===== src/rtl/multdiv_stage_if.sv =====
// Handshake bundle between the D/X latch side and the iterative multiply/divide unit.
// The master side drives the instruction and operands; the slave side is the unit itself.
interface multdiv_stage_if;
    logic [31:0] DXIR;
    logic [31:0] dataA;
    logic [31:0] dataB;
    logic        flush;
    logic        md_stall;
    logic        md_ready;
    logic [31:0] md_IR;
    logic [31:0] md_O;

    modport master (
        output DXIR, dataA, dataB, flush,
        input  md_stall, md_ready, md_IR, md_O
    );

    modport slave (
        input  DXIR, dataA, dataB, flush,
        output md_stall, md_ready, md_IR, md_O
    );
endinterface


===== src/rtl/multdiv_stage.sv =====
// Iterative 32-bit signed multiply/divide for the execute stage, 32 steps per operation.
// Define MULTDIV_DIV0_EXC_EN to make divide-by-zero raise the rstatus exception (code 5).
module multdiv_stage (
    input  logic             clock,
    input  logic             reset,
    multdiv_stage_if.slave   bus
);

`ifdef MULTDIV_DIV0_EXC_EN
    localparam logic DIV0_EXC = 1'b1;
`else
    localparam logic DIV0_EXC = 1'b0;
`endif

    typedef enum logic [1:0] {IDLE, BUSY, DONE} state_t;

    state_t      state;
    state_t      state_next;
    logic [31:0] ir_q;
    logic [31:0] mag_a;
    logic [31:0] mag_b;
    logic        neg;
    logic        is_div;
    logic [4:0]  count;
    logic [63:0] acc;
    logic [63:0] acc_next;
    logic [31:0] md_ir_q;
    logic [31:0] md_o_q;
    logic        stall;
    logic        ready;

    logic        md_op;
    logic        start;
    logic [31:0] abs_a;
    logic [31:0] abs_b;

    assign md_op = (bus.DXIR[31:27] == 5'd0) &&
                   ((bus.DXIR[6:2] == 5'd6) || (bus.DXIR[6:2] == 5'd7));
    assign start = md_op && !bus.flush;
    assign abs_a = bus.dataA[31] ? -bus.dataA : bus.dataA;
    assign abs_b = bus.dataB[31] ? -bus.dataB : bus.dataB;

    assign bus.md_stall = stall;
    assign bus.md_ready = ready;
    assign bus.md_IR    = md_ir_q;
    assign bus.md_O     = md_o_q;

    always_ff @(posedge clock or posedge reset) begin
        if (reset) state <= IDLE;
        else       state <= state_next;
    end

    always_comb begin
        state_next = state;
        stall      = 1'b0;
        ready      = 1'b0;
        unique case (state)
            IDLE: begin
                stall = start;
                if (start) state_next = BUSY;
            end
            BUSY: begin
                stall = 1'b1;
                if (bus.flush)          state_next = IDLE;
                else if (count == 5'd31) state_next = DONE;
            end
            DONE: begin
                ready      = 1'b1;
                state_next = IDLE;
            end
            default: state_next = IDLE;
        endcase
        if (reset) begin
            stall = 1'b0;
            ready = 1'b0;
        end
    end

    // Shared accumulator: {partial, multiplier} for mul, {remainder, quotient} for div.
    logic [32:0] mul_sum;
    logic [32:0] rem_shift;
    logic [32:0] rem_diff;

    always_comb begin
        mul_sum   = {1'b0, acc[63:32]} + (acc[0] ? {1'b0, mag_a} : 33'd0);
        rem_shift = acc[63:31];
        rem_diff  = rem_shift - {1'b0, mag_b};
        if (is_div)
            acc_next = rem_diff[32] ? {acc[62:0], 1'b0}
                                    : {rem_diff[31:0], acc[30:0], 1'b1};
        else
            acc_next = {mul_sum, acc[31:1]};
    end

    logic [63:0] prod;
    logic [31:0] quot;
    logic        b_zero;
    logic        exc;
    logic [31:0] raw;
    logic [31:0] fin_ir;
    logic [31:0] fin_o;

    // A positive quotient with bit 31 set only arises from -2^31 / -1.
    always_comb begin
        prod   = neg ? -acc_next : acc_next;
        quot   = neg ? -acc_next[31:0] : acc_next[31:0];
        b_zero = (mag_b == 32'd0);
        if (is_div)
            exc = b_zero ? DIV0_EXC : (!neg && acc_next[31]);
        else
            exc = (prod[63:32] != {32{prod[31]}});
        if (exc)         raw = is_div ? 32'd5 : 32'd4;
        else if (is_div) raw = b_zero ? 32'd0 : quot;
        else             raw = prod[31:0];
        fin_ir = exc ? {ir_q[31:27], 5'd30, ir_q[21:0]} : ir_q;
        fin_o  = (fin_ir[26:22] == 5'd0) ? 32'd0 : raw;
    end

    always_ff @(posedge clock or posedge reset) begin
        if (reset) begin
            ir_q    <= 32'd0;
            mag_a   <= 32'd0;
            mag_b   <= 32'd0;
            neg     <= 1'b0;
            is_div  <= 1'b0;
            count   <= 5'd0;
            acc     <= 64'd0;
            md_ir_q <= 32'd0;
            md_o_q  <= 32'd0;
        end else begin
            case (state)
                IDLE: begin
                    if (start) begin
                        ir_q   <= bus.DXIR;
                        mag_a  <= abs_a;
                        mag_b  <= abs_b;
                        neg    <= bus.dataA[31] ^ bus.dataB[31];
                        is_div <= bus.DXIR[2];
                        count  <= 5'd0;
                        acc    <= {32'd0, bus.DXIR[2] ? abs_a : abs_b};
                    end
                end
                BUSY: begin
                    acc   <= acc_next;
                    count <= count + 5'd1;
                    if (!bus.flush && count == 5'd31) begin
                        md_ir_q <= fin_ir;
                        md_o_q  <= fin_o;
                    end
                end
                default: ;
            endcase
        end
    end

endmodule

===== src/flat_wrapper.sv =====
// flat-port wrapper written by rule: the top's interface ports become plain ports
module multdiv_stage_flat 
  (clock, reset, bus_DXIR, bus_dataA, bus_dataB, bus_flush, bus_md_stall, bus_md_ready, bus_md_IR, bus_md_O);
  multdiv_stage_if bus_i ();
  input  logic clock;
  input  logic reset;
  input wire logic [$bits(bus_i.DXIR)-1:0] bus_DXIR;
  input wire logic [$bits(bus_i.dataA)-1:0] bus_dataA;
  input wire logic [$bits(bus_i.dataB)-1:0] bus_dataB;
  input wire logic [$bits(bus_i.flush)-1:0] bus_flush;
  output wire logic [$bits(bus_i.md_stall)-1:0] bus_md_stall;
  output wire logic [$bits(bus_i.md_ready)-1:0] bus_md_ready;
  output wire logic [$bits(bus_i.md_IR)-1:0] bus_md_IR;
  output wire logic [$bits(bus_i.md_O)-1:0] bus_md_O;
  assign bus_i.DXIR = bus_DXIR;
  assign bus_i.dataA = bus_dataA;
  assign bus_i.dataB = bus_dataB;
  assign bus_i.flush = bus_flush;
  assign bus_md_stall = bus_i.md_stall;
  assign bus_md_ready = bus_i.md_ready;
  assign bus_md_IR = bus_i.md_IR;
  assign bus_md_O = bus_i.md_O;
  multdiv_stage u_core (.clock(clock), .reset(reset), .bus(bus_i));
endmodule

===== config.mk =====
export PLATFORM = sky130hd
export DESIGN_NAME = multdiv_stage_flat
export DESIGN_NICKNAME = d
export VERILOG_FILES = /design/src/rtl/multdiv_stage_if.sv /design/src/rtl/multdiv_stage.sv /design/src/flat_wrapper.sv
export SDC_FILE = /design/constraint.sdc
export NUM_CORES = 1
export LEC_CHECK = 0
export BUFFER_PORTS_ARGS = -buffer_cell sky130_fd_sc_hd__buf_2
export CORE_MARGIN = 2
export CORE_UTILIZATION = 56
export CTS_BUF_LIST = sky130_fd_sc_hd__clkbuf_8
export DETAILED_ROUTE_END_ITERATION = 7
export PLACE_DENSITY = 0.76
export REMOVE_ABC_BUFFERS = 1
export SYNTH_ARGS = -nofsm -noshare
export SYNTH_HDL_FRONTEND = slang
export SYNTH_SLANG_ARGS = --single-unit
export TNS_END_PERCENT = 1

===== constraint.sdc =====
create_clock -name clock -period 15.2 [get_ports clock]
set_input_delay 2.28 -clock clock [delete_from_list [all_inputs] [get_ports clock]]
set_output_delay 2.28 -clock clock [all_outputs]
set_load 0.005 [all_outputs]

## After elaboration in Yosys (flattened, before gate mapping)

Index checks and enable logic that the tools add are counted.

- Register bits after elaboration: 233
- Output and inout port bits: 66

- Equality and inequality tests: 8
- Reductions and logical operators: 16
- Muxes and demuxes: 28
- $add $sub $neg: 7
- Bitwise logic cells: 1

Operators by type and width:

| operator | number |
|---|---|
| $mux W32 | 9 |
| $mux W64 | 4 |
| $pmux W64 S2 | 1 |
| $neg A32 Y32 | 3 |
| $neg A64 Y64 | 1 |
| $add A32 B33 Y33 | 1 |
| $sub A33 B32 Y33 | 1 |
| $logic_not A32 Y1 | 1 |
| $ne A32 B32 Y1 | 1 |
| $mux W27 | 1 |
| $eq A5 B3 Y1 const B | 2 |
| $logic_not A5 Y1 | 2 |
| $pmux W5 S2 | 1 |
| $reduce_and A2 Y1 | 4 |
| $mux W1 | 6 |
| $mux W2 | 3 |
| $add A5 B1 Y5 const B | 1 |
| $eq A5 B5 Y1 const B | 1 |
| $mux W5 | 1 |
| $logic_and A1 B1 Y1 | 4 |
| $pmux W2 S2 | 1 |
| $ne A3 B2 Y1 const B | 1 |
| $eq A2 B1 Y1 const B | 1 |
| $eq A2 B2 Y1 const B | 1 |
| other kinds (7) | 8 |

## Depth between registers and ports, before layout

Gate-level depths: netlist (run 1).

- Depth in word-level cells: 10
- Mapped depth: 30
- Depth with buffers taken out: 24

## Worst setup path before layout (run 1)

OpenSTA, ideal clock, no wires.

- Kind: reg2reg
- Start point: register u_core.ir_q[2] (netlist name)
- End point: register u_core.md_ir_q[22] (netlist: u_core.bus.md_IR[22])
- Clock period less this slack: 7421 ps
- Setup time: 93 ps
- Arrival time: 7328 ps
- Required time: 15107 ps
- Cell stages (with the launch flop): 31
- Path slack: 7779 ps
- Cell sequence: dfrtp_1 -> buf_2 -> buf_2 -> buf_2 -> buf_2 -> buf_1 -> clkbuf_1 -> buf_2 -> buf_2 -> buf_2 -> buf_1 -> buf_1 -> clkbuf_1 -> buf_2 -> mux2i_1 -> ha_1 -> o21ai_0 -> nor3_1 -> nand4_1 -> nand2b_1 -> mux2i_1 -> nand2_1 -> nor3_1 -> nand2b_1 -> xnor2_1 -> o32a_1 -> or3_1 -> nor4_1 -> a21oi_2 -> buf_2 -> o31ai_2

RTL lines:

| element | RTL line | text |
|---|---|---|
| end signal, assigned | multdiv_stage.sv:147 | `md_ir_q <= fin_ir;` |
| end, declared | multdiv_stage.sv:27 | `logic [31:0] md_ir_q;` |

## Final worst setup path (run 1)

- Start point: register u_core.acc[49]
- End point: register u_core.md_o_q[31] (netlist: u_core.bus.md_O[31])

- Word-level cells in the longest chain between the ends: 10
- Elaborated cells on any way between the ends: 16

RTL lines:

| element | RTL line | text |
|---|---|---|
| start, declared | multdiv_stage.sv:25 | `logic [63:0] acc;` |
| start signal, assigned | multdiv_stage.sv:140 | `acc <= {32'd0, bus.DXIR[2] ? abs_a : abs_b};` |
| start signal, assigned | multdiv_stage.sv:144 | `acc <= acc_next;` |
| $sub A33 B32 Y33 | multdiv_stage.sv:87 | `rem_diff = rem_shift - {1'b0, mag_b};` |
| $mux W64 | multdiv_stage.sv:89 | `acc_next = rem_diff[32] ? {acc[62:0], 1'b0}` |
| $mux W64 (*) | multdiv_stage.sv:88 | `if (is_div)` |
| $neg A64 Y64 | multdiv_stage.sv:105 | `prod = neg ? -acc_next : acc_next;` |
| $mux W64 | multdiv_stage.sv:105 |  |
| $ne A32 B32 Y1 | multdiv_stage.sv:111 | `exc = (prod[63:32] != {32{prod[31]}});` |
| $mux W1 | multdiv_stage.sv:108 | `if (is_div)` |
| $mux W27 | multdiv_stage.sv:115 | `fin_ir = exc ? {ir_q[31:27], 5'd30, ir_q[21:0]} : ir_q;` |
| $logic_not A5 Y1 | multdiv_stage.sv:116 | `fin_o = (fin_ir[26:22] == 5'd0) ? 32'd0 : raw;` |
| $mux W32 (*) | multdiv_stage.sv:116 |  |
| end signal, assigned | multdiv_stage.sv:148 | `md_o_q <= fin_o;` |
| end, declared | multdiv_stage.sv:28 | `logic [31:0] md_o_q;` |

Mark *: on every way between the ends. The rest lies on a longest branch, timed or not.
A chain may end at the register's enable or synchronous reset.

==> results of run 1 <==
-- per-layer routing --
layer / up-vias / part of all wire (%) / global-route usage [%]
met3: 159 / 9.3 / 8.220
met4: 10 / 3.7 / 14.08
li1: 8522 / - / -
met1: 8802 / 42 / 48.76
met2: 880 / 45 / 57.02
met5: - / 0.079 / 0
-- cell usage after synthesis, types with 7 or more instances --
cell,instances,area share (%)
or3_1,17,0.58
o21a_1,12,0.49
o21ai_1,31,0.85
buf_2,29,0.80
inv_1,69,1.4
clkbuf_1,86,1.8
nand2b_1,28,0.96
nand2_1,488,10
nand3_1,72,2.0
o21bai_1,11,0.45
o21ai_0,174,4.8
o41ai_1,15,0.72
o221ai_1,21,1.0
dfrtp_1,232,32
o22ai_1,7,0.24
nor2b_1,11,0.38
o2111ai_1,10,0.48
o211ai_1,16,0.66
a21o_1,20,0.82
a21oi_1,118,3.2
a211oi_1,22,0.90
nor3_1,54,1.5
mux2_2,16,0.99
nor4_1,29,0.99
o31ai_1,25,1.0
nor2_1,122,2.5
o32a_1,7,0.38
nand4_1,28,0.96
or4_1,11,0.45
a221o_1,11,0.60
xnor2_1,63,3.0
xor2_1,88,4.2
and4_1,9,0.43
a31oi_1,22,0.75
ha_1,69,4.7
and2_1,46,1.6
mux2i_1,64,3.5
and3_1,18,0.62
nor3b_1,10,0.41
-- cell type report --
class	instances	area, um2
Clock inverter	23	172.7
Fill cell	2954	12080
Inverter	72	277.8
Tap cell	442	553.0
Sequential cell	232	5811
Timing Repair Buffer	184	970.9
Multi-Input combinational cell	1880	11670
Antenna cell	4	10.01
Clock buffer	54	743.2
-- worst min-delay path, delay by kind of cell (launching register included) --
kind / cells / cell delay (ps)
flip-flops: 1 / 330
AND/OR/NAND/NOR: 2 / 100
-- per-stage QoR --
step / cell area [um2] / worst slack, ps / power (mW) / hold WS (ps)
final: 20210 / 7830 / 2.134 / 465.2
after global routing: 20210 / 7293 / 2.234 / 481.4
after CTS: 20200 / 7976 / 2.115 / 462.7
after detailed placement: 19290 / 8007 / 1.465 / 452.3
after global placement: 19290 / 8299 / 1.455 / 441.9
after floorplan: 17720 / 6253 / 1.230 / 430.0
-- cells by family (layout without fill, tap and decap cells) --
| group | after synthesis | count (layout) |
|---|---|---|
| multiplexers | 80 | 80 |
| AND/OR/NAND/NOR | 974 | 974 |
| AO/OA/AOI/OAI | 604 | 604 |
| adder cells (fa/ha/maj) | 71 | 71 |
| flip-flops | 232 | 232 |
| other | 0 | 4 |
| buffers and inverters | 197 | 333 |
| XOR/XNOR | 151 | 151 |
-- flip-flops by register name (all words and copies together) (netlist names) --
| register | count |
|---|---|
| u_core.mag_a | 32 |
| u_core.ir_q | 32 |
| u_core.acc | 64 |
| u_core.bus.md_IR | 32 |
| u_core.count | 5 |
| u_core.bus.md_O | 32 |
| u_core.mag_b | 32 |
| u_core.neg | 1 |
| u_core.state | 2 |
-- worst min-delay path by stage --
| stage | endpoint | slack (ps) | cells after the start |
|---|---|---|---|
| finish | u_core.bus.md_IR[4]$_DFFE_PP0P_ | 470 | 2 |
| global route | u_core.bus.md_IR[1]$_DFFE_PP0P_ | 480 | 2 |
| CTS | u_core.bus.md_IR[12]$_DFFE_PP0P_ | 460 | 2 |
| detailed placement | u_core.ir_q[4]$_DFFE_PP0P_ | 450 | 1 |
| global placement | u_core.bus.md_IR[3]$_DFFE_PP0P_ | 440 | 2 |
| floorplan | u_core.bus.md_IR[3]$_DFFE_PP0P_ | 430 | 2 |
-- placed cells by master, fill, tap and decap left out, types with 22 or more instances in the layout --
cell	netlist	layout
o21ai_1	31	31
nand2b_1	28	27
and2_1	46	46
nor2_1	122	121
o31ai_1	25	25
nand2_1	488	487
nor4_1	29	29
dfrtp_1	232	230
buf_2	29	164
ha_1	69	69
xnor2_1	63	63
inv_1	69	75
clkbuf_8	0	54
o21ai_0	174	174
xor2_1	88	88
nand3_1	72	71
a211oi_1	22	22
a21oi_1	118	118
nand4_1	28	28
nor3_1	54	54
mux2i_1	64	64
a31oi_1	22	22
-- power breakdown --
part | internal (mW) | leakage, nW | switching, mW | total [mW]
clock network | 0.358 | 0.513 | 0.291 | 0.649
logic | 0.276 | 5.92 | 0.510 | 0.786
registers | 0.652 | 3.03 | 0.0468 | 0.698
==> impl_metrics.json, run 1 <==
{
  "drtIter0Drc": 1947,
  "clock-sinks": 232,
  "r2r_slack_ps": 7830,
  "critPathTopFamily": "compound AO/OA/AOI/OAI gates",
  "arrival_ps": 7830,
  "cts_resized": 0,
  "ys.flop_type": "dfrtp_1",
  "cts_hold_buffers": 0,
  "place_inst": 2810,
  "rows": 66,
  "syn2layout_area_growth_pct": 10.74,
  "fmax_mhz": 135.7,
  "grt_first_pass_wirelength_mm": 96.66,
  "worst_pin_slew_ps": 1015,
  "finalSetupViolCount": 0,
  "outcome": "finished clean",
  "syn_area_per_cell_um2": 7.905,
  "grt_pass1_vias": 17570,
  "cts_tree": "done",
  "antenna_found_initial": 10,
  "slew_headroom_pct": 30.41,
  "p_per_area_nw_per_um2": 105.6,
  "die_x_um": 184.5,
  "routedWlPerCell_um": 21.58,
  "crit_path_top_delay_cell": "a21oi_1",
  "period_minus_slack_ps": 7370,
  "yosys.area_share.simple_pct": 24.90,
  "root_buffer": "clkbuf_8",
  "yosysSeqAreaShare_pct": 31.81,
  "max_stage_delay_ps": 590,
  "ir_drop_v": 0.0001003,
  "vias": 18370,
  "fin_nets": 2582,
  "async_flop_share_pct": 100.0,
  "finalCritPeriodShare_pct": 48.49,
  "die_area_um2": 34050,
  "drc": 0,
  "p_leak_nw": 9.470,
  "port_buffers": 164,
  "crit_chain": "ha_1 -> nand2_1 -> o21ai_2 -> a32oi_1 -> a21boi_1 -> a211oi_4 -> a21oi_1 -> ha_1 -> o21ai_0 -> nor3_1 -> nand4_1 -> nand2b_1 -> mux2i_1 -> nand2_1 -> nor3_1 -> nand2b_1 -> xnor2_1 -> o32a_1 -> or3_1 -> nor4_1 -> a21oi_4 -> o41ai_1",
  "drt-total-wl_mm": 62.39,
  "crit_fanout": 37,
  "yosysWarnings": 0,
  "cp.depth": 22,
  "grt.total_usage_pct": 36.31,
  "synthMuxAreaShare_pct": 4.497,
  "cp-start-kind": "flop",
  "cp-startpoint": "u_core.acc[49]$_DFFE_PP0P_",
  "grt_setup_unrepaired": "no",
  "end_kind": "flop",
  "slew_violations": 0,
  "postCtsSetupBuffers": 0,
  "synthAdderAreaFrac_pct": 4.949,
  "vias_per_cell": 6.355,
  "synth-xor-area-share_pct": 7.246,
  "instances_no_fill": 2891,
  "synthCells": 2309,
  "synth-edff-count": 0,
  "clk_latency_ps": 590,
  "cap_violations": 0,
  "place.gp.congestion": 0.9806,
  "clk_pin_slew_ps": 70,
  "synth-compound-area-share_pct": 22.21,
  "post-route-util_pct": 62.60,
  "hp-class": "flop to flop",
  "fin_skew_ps": 22.86,
  "ant_nets": 0,
  "drive_above_1_share_pct": 13.17,
  "core-area_um2": 32290,
  "rr_startpoint": "u_core.acc[49]$_DFFE_PP0P_",
  "crit_required_ps": 15660,
  "cts-htree-levels": 2,
  "synth_top_family_by_area": "simple AND/OR/NAND/NOR gates",
  "gr-total-overflow": 0,
  "start_util_pct": 56.53,
  "first_pass_iters": 6,
  "netlist_area_um2": 18250,
  "grt_max_degree": 91,
  "critPathCapture": "u_core.bus.md_O[31]$_DFFE_PP0P_",
  "ys_types": 99,
  "io_pins": 165,
  "critical_path_buf_inv_count": 0,
  "cts.path.max_buffers": 3,
  "tns_ps": 0,
  "r2r_end": "u_core.bus.md_O[31]$_DFFE_PP0P_",
  "crit_type": "flop to flop",
  "hpwlAfterDp_mm": 46.50,
  "cts_inserted_buffers": 42,
  "hold_viol_final": 0,
  "die_h_um": 184.5,
  "ys_ff_latch": 232,
  "min_from": "u_core.bus.md_IR[4]$_DFFE_PP0P_",
  "reg2reg_depth": 22
}
No activity file was read; power rests on OpenSTA's default activity.
==> run 2: changes to the inputs <==
==> constraint.sdc (replaced) <==
create_clock -name clock -period 6.8 [get_ports clock]
set_input_delay 1.02 -clock clock [delete_from_list [all_inputs] [get_ports clock]]
set_output_delay 1.02 -clock clock [all_outputs]
set_load 0.005 [all_outputs]
==> impl_metrics.json, run 2 (synthesis results as in run 1) <==
{
  "outcome": "finished clean",
  "gr-total-overflow": 0,
  "crit_type": "flop to flop",
  "ir_drop_v": 0.0002582,
  "vias": 18530,
  "finalInstanceArea_um2": 20460,
  "antenna_found_initial": 16,
  "critPathTopFamily": "compound AO/OA/AOI/OAI gates",
  "crit_fanout": 16,
  "setup_ws_ps": 307.8,
  "crit_required_ps": 7260,
  "instances_no_fill": 2913,
  "grt_max_degree": 127,
  "period_minus_slack_ps": 6492,
  "clk_pin_slew_ps": 60,
  "vias_per_cell": 6.360,
  "place_inst": 2838,
  "cap_violations": 0,
  "slew_violations": 0,
  "finalSetupViolCount": 0,
  "hp-class": "flop to flop",
  "crit_path_top_delay_cell": "nor4b_1",
  "hold_viol_final": 0,
  "die_x_um": 184.5,
  "ant_nets": 0,
  "finalCritPeriodShare_pct": 95.47,
  "layout_common_cells": "nand2_1, dfrtp_1, o21ai_0",
  "grt.total_usage_pct": 37.58,
  "max_stage_delay_ps": 680,
  "drive_above_1_share_pct": 14.08,
  "first_pass_iters": 6,
  "clk_latency_ps": 590,
  "p_sw_share_pct": 39.52,
  "fin_nets": 2608,
  "routedWlPerCell_um": 22.01,
  "grt_pass1_vias": 17790,
  "drt-total-wl_mm": 64.12,
  "largest_register_ffs": 64,
  "io_pins": 165,
  "p_switching_mw": 1.905,
  "cp-start-kind": "flop",
  "place.gp.congestion": 1.010,
  "arrival_ps": 6950,
  "power_frac_comb_pct": 38.2,
  "p_leak_nw": 9.614,
  "slew_headroom_pct": 23.58,
  "p_per_area_nw_per_um2": 235.6,
  "drtIter0Drc": 1994,
  "root_buffer": "clkbuf_8",
  "drc": 0,
  "postPlaceCellArea_um2": 19520,
  "worst_pin_slew_ps": 1136,
  "start_util_pct": 56.53,
  "end_kind": "flop",
  "dp_slack_ps": 274.4,
  "critical_path_buf_inv_count": 1,
  "grt_first_pass_wirelength_mm": 99.54,
  "cts_tree": "done",
  "cts-htree-levels": 2,
  "postCtsSetupBuffers": 0,
  "port_buffers": 164,
  "hpwlAfterDp_mm": 48.16,
  "top_register": "u_core.acc",
  "internal_power_mw": 2.915,
  "totalPowerFinal_mw": 4.820,
  "pwr-share-clk_pct": 29.4,
  "die_h_um": 184.5,
  "fmax_mhz": 154.0,
  "cts_inserted_buffers": 40,
  "crit_chain": "inv_1 -> ha_1 -> nor2b_2 -> o31ai_2 -> a31oi_2 -> o21ai_2 -> a211oi_4 -> a21oi_1 -> ha_1 -> o21ai_0 -> nor3_1 -> nand2_1 -> nor3_1 -> nor4b_1 -> a41oi_1 -> xnor2_1 -> o22ai_1 -> or3_1 -> nor4_2 -> a21oi_4 -> o41ai_1",
  "clock-sinks": 232,
  "die_area_um2": 34050,
  "cts.path.max_buffers": 3,
  "core-area_um2": 32290,
  "fin_skew_ps": 16.94,
  "syn2layout_area_growth_pct": 12.10,
  "seq_power_share_pct": 32.4,
  "rows": 66,
  "final_common_cell": "nand2_1"
}
[run 2: power by group through the flow]
stage	Combinational, mW	Sequential (mW)	Clock [mW]
6_report	1.84	1.56	1.42
5_1_grt	1.98	1.57	1.49
4_1_cts	1.78	1.56	1.43
3_5_place_dp	1.77	1.58	0
3_3_place_gp	1.76	1.58	0
2_1_floorplan	1.19	1.56	0
[run 2: final timing paths]
check / slack, ps / startpoint / depth (start not counted) / end
setup / recovery: 310 / u_core.mag_b[2]$_DFFE_PP0P_ / 21 / u_core.bus.md_O[31]$_DFFE_PP0P_
hold / removal: 460 / u_core.ir_q[15]$_DFFE_PP0P_ / 2 / u_core.bus.md_IR[15]$_DFFE_PP0P_
setup reg to reg: 310 / u_core.mag_b[2]$_DFFE_PP0P_ / 21 / u_core.bus.md_O[31]$_DFFE_PP0P_
hold reg to reg: 460 / u_core.ir_q[15]$_DFFE_PP0P_ / 2 / u_core.bus.md_IR[15]$_DFFE_PP0P_
max in group asynchronous: 4690 / reset / 3 / u_core.mag_a[10]$_DFFE_PP0P_
min in group asynchronous: 660 / reset / 2 / u_core.bus.md_IR[19]$_DFFE_PP0P_
[run 2: stage by stage]
stage                     TNS (ps)  hold WS (ps)  util [%]
after detailed placement         0         450.9     60.46
after floorplan            -208490         430.0         -
final                            0         463.7     63.37
after global placement           0         442.1     60.46
after CTS                        0         469.7     63.14
after global routing        -51.08         475.9     63.35
[run 2: worst register-to-register path: stages, from the launching register on]
cell and delay, ps:
dfrtp_1 490, inv_1 80, ha_1 340, nor2b_2 200
o31ai_2 370, a31oi_2 210, o21ai_2 320, a211oi_4 160
a21oi_1 270, ha_1 230, o21ai_0 180, nor3_1 250
nand2_1 190, nor3_1 340, nor4b_1 680, a41oi_1 250
xnor2_1 280, o22ai_1 140, or3_1 390, nor4_2 380
a21oi_4 210, o41ai_1 420
[run 2: metal layers]
metal	up-vias	GRT usage (%)	part of all wire (%)
met4	16	14.18	3.8
li1	8549	-	-
met2	842	60.06	46
met5	-	0	0.16
met3	167	7.765	8.3
met1	8952	50.20	42
[run 2: cell type report]
| cell class | instances | area [um2] |
|---|---|---|
| antenna | 7 | 17.52 |
| inverter | 72 | 277.8 |
| clock inverter | 21 | 219.0 |
| fill | 2925 | 11830 |
| multi-input combinational | 1880 | 11730 |
| timing repair buffer | 212 | 1206 |
| tap | 442 | 553.0 |
| clock buffer | 47 | 646.9 |
| sequential | 232 | 5812 |
[run 2: repair_timing]
item / in CTS / in global routing
hold buffers: 0 / 0
gates resized for setup: 0 / 11
endpoints found under the setup margin: 0 / 37
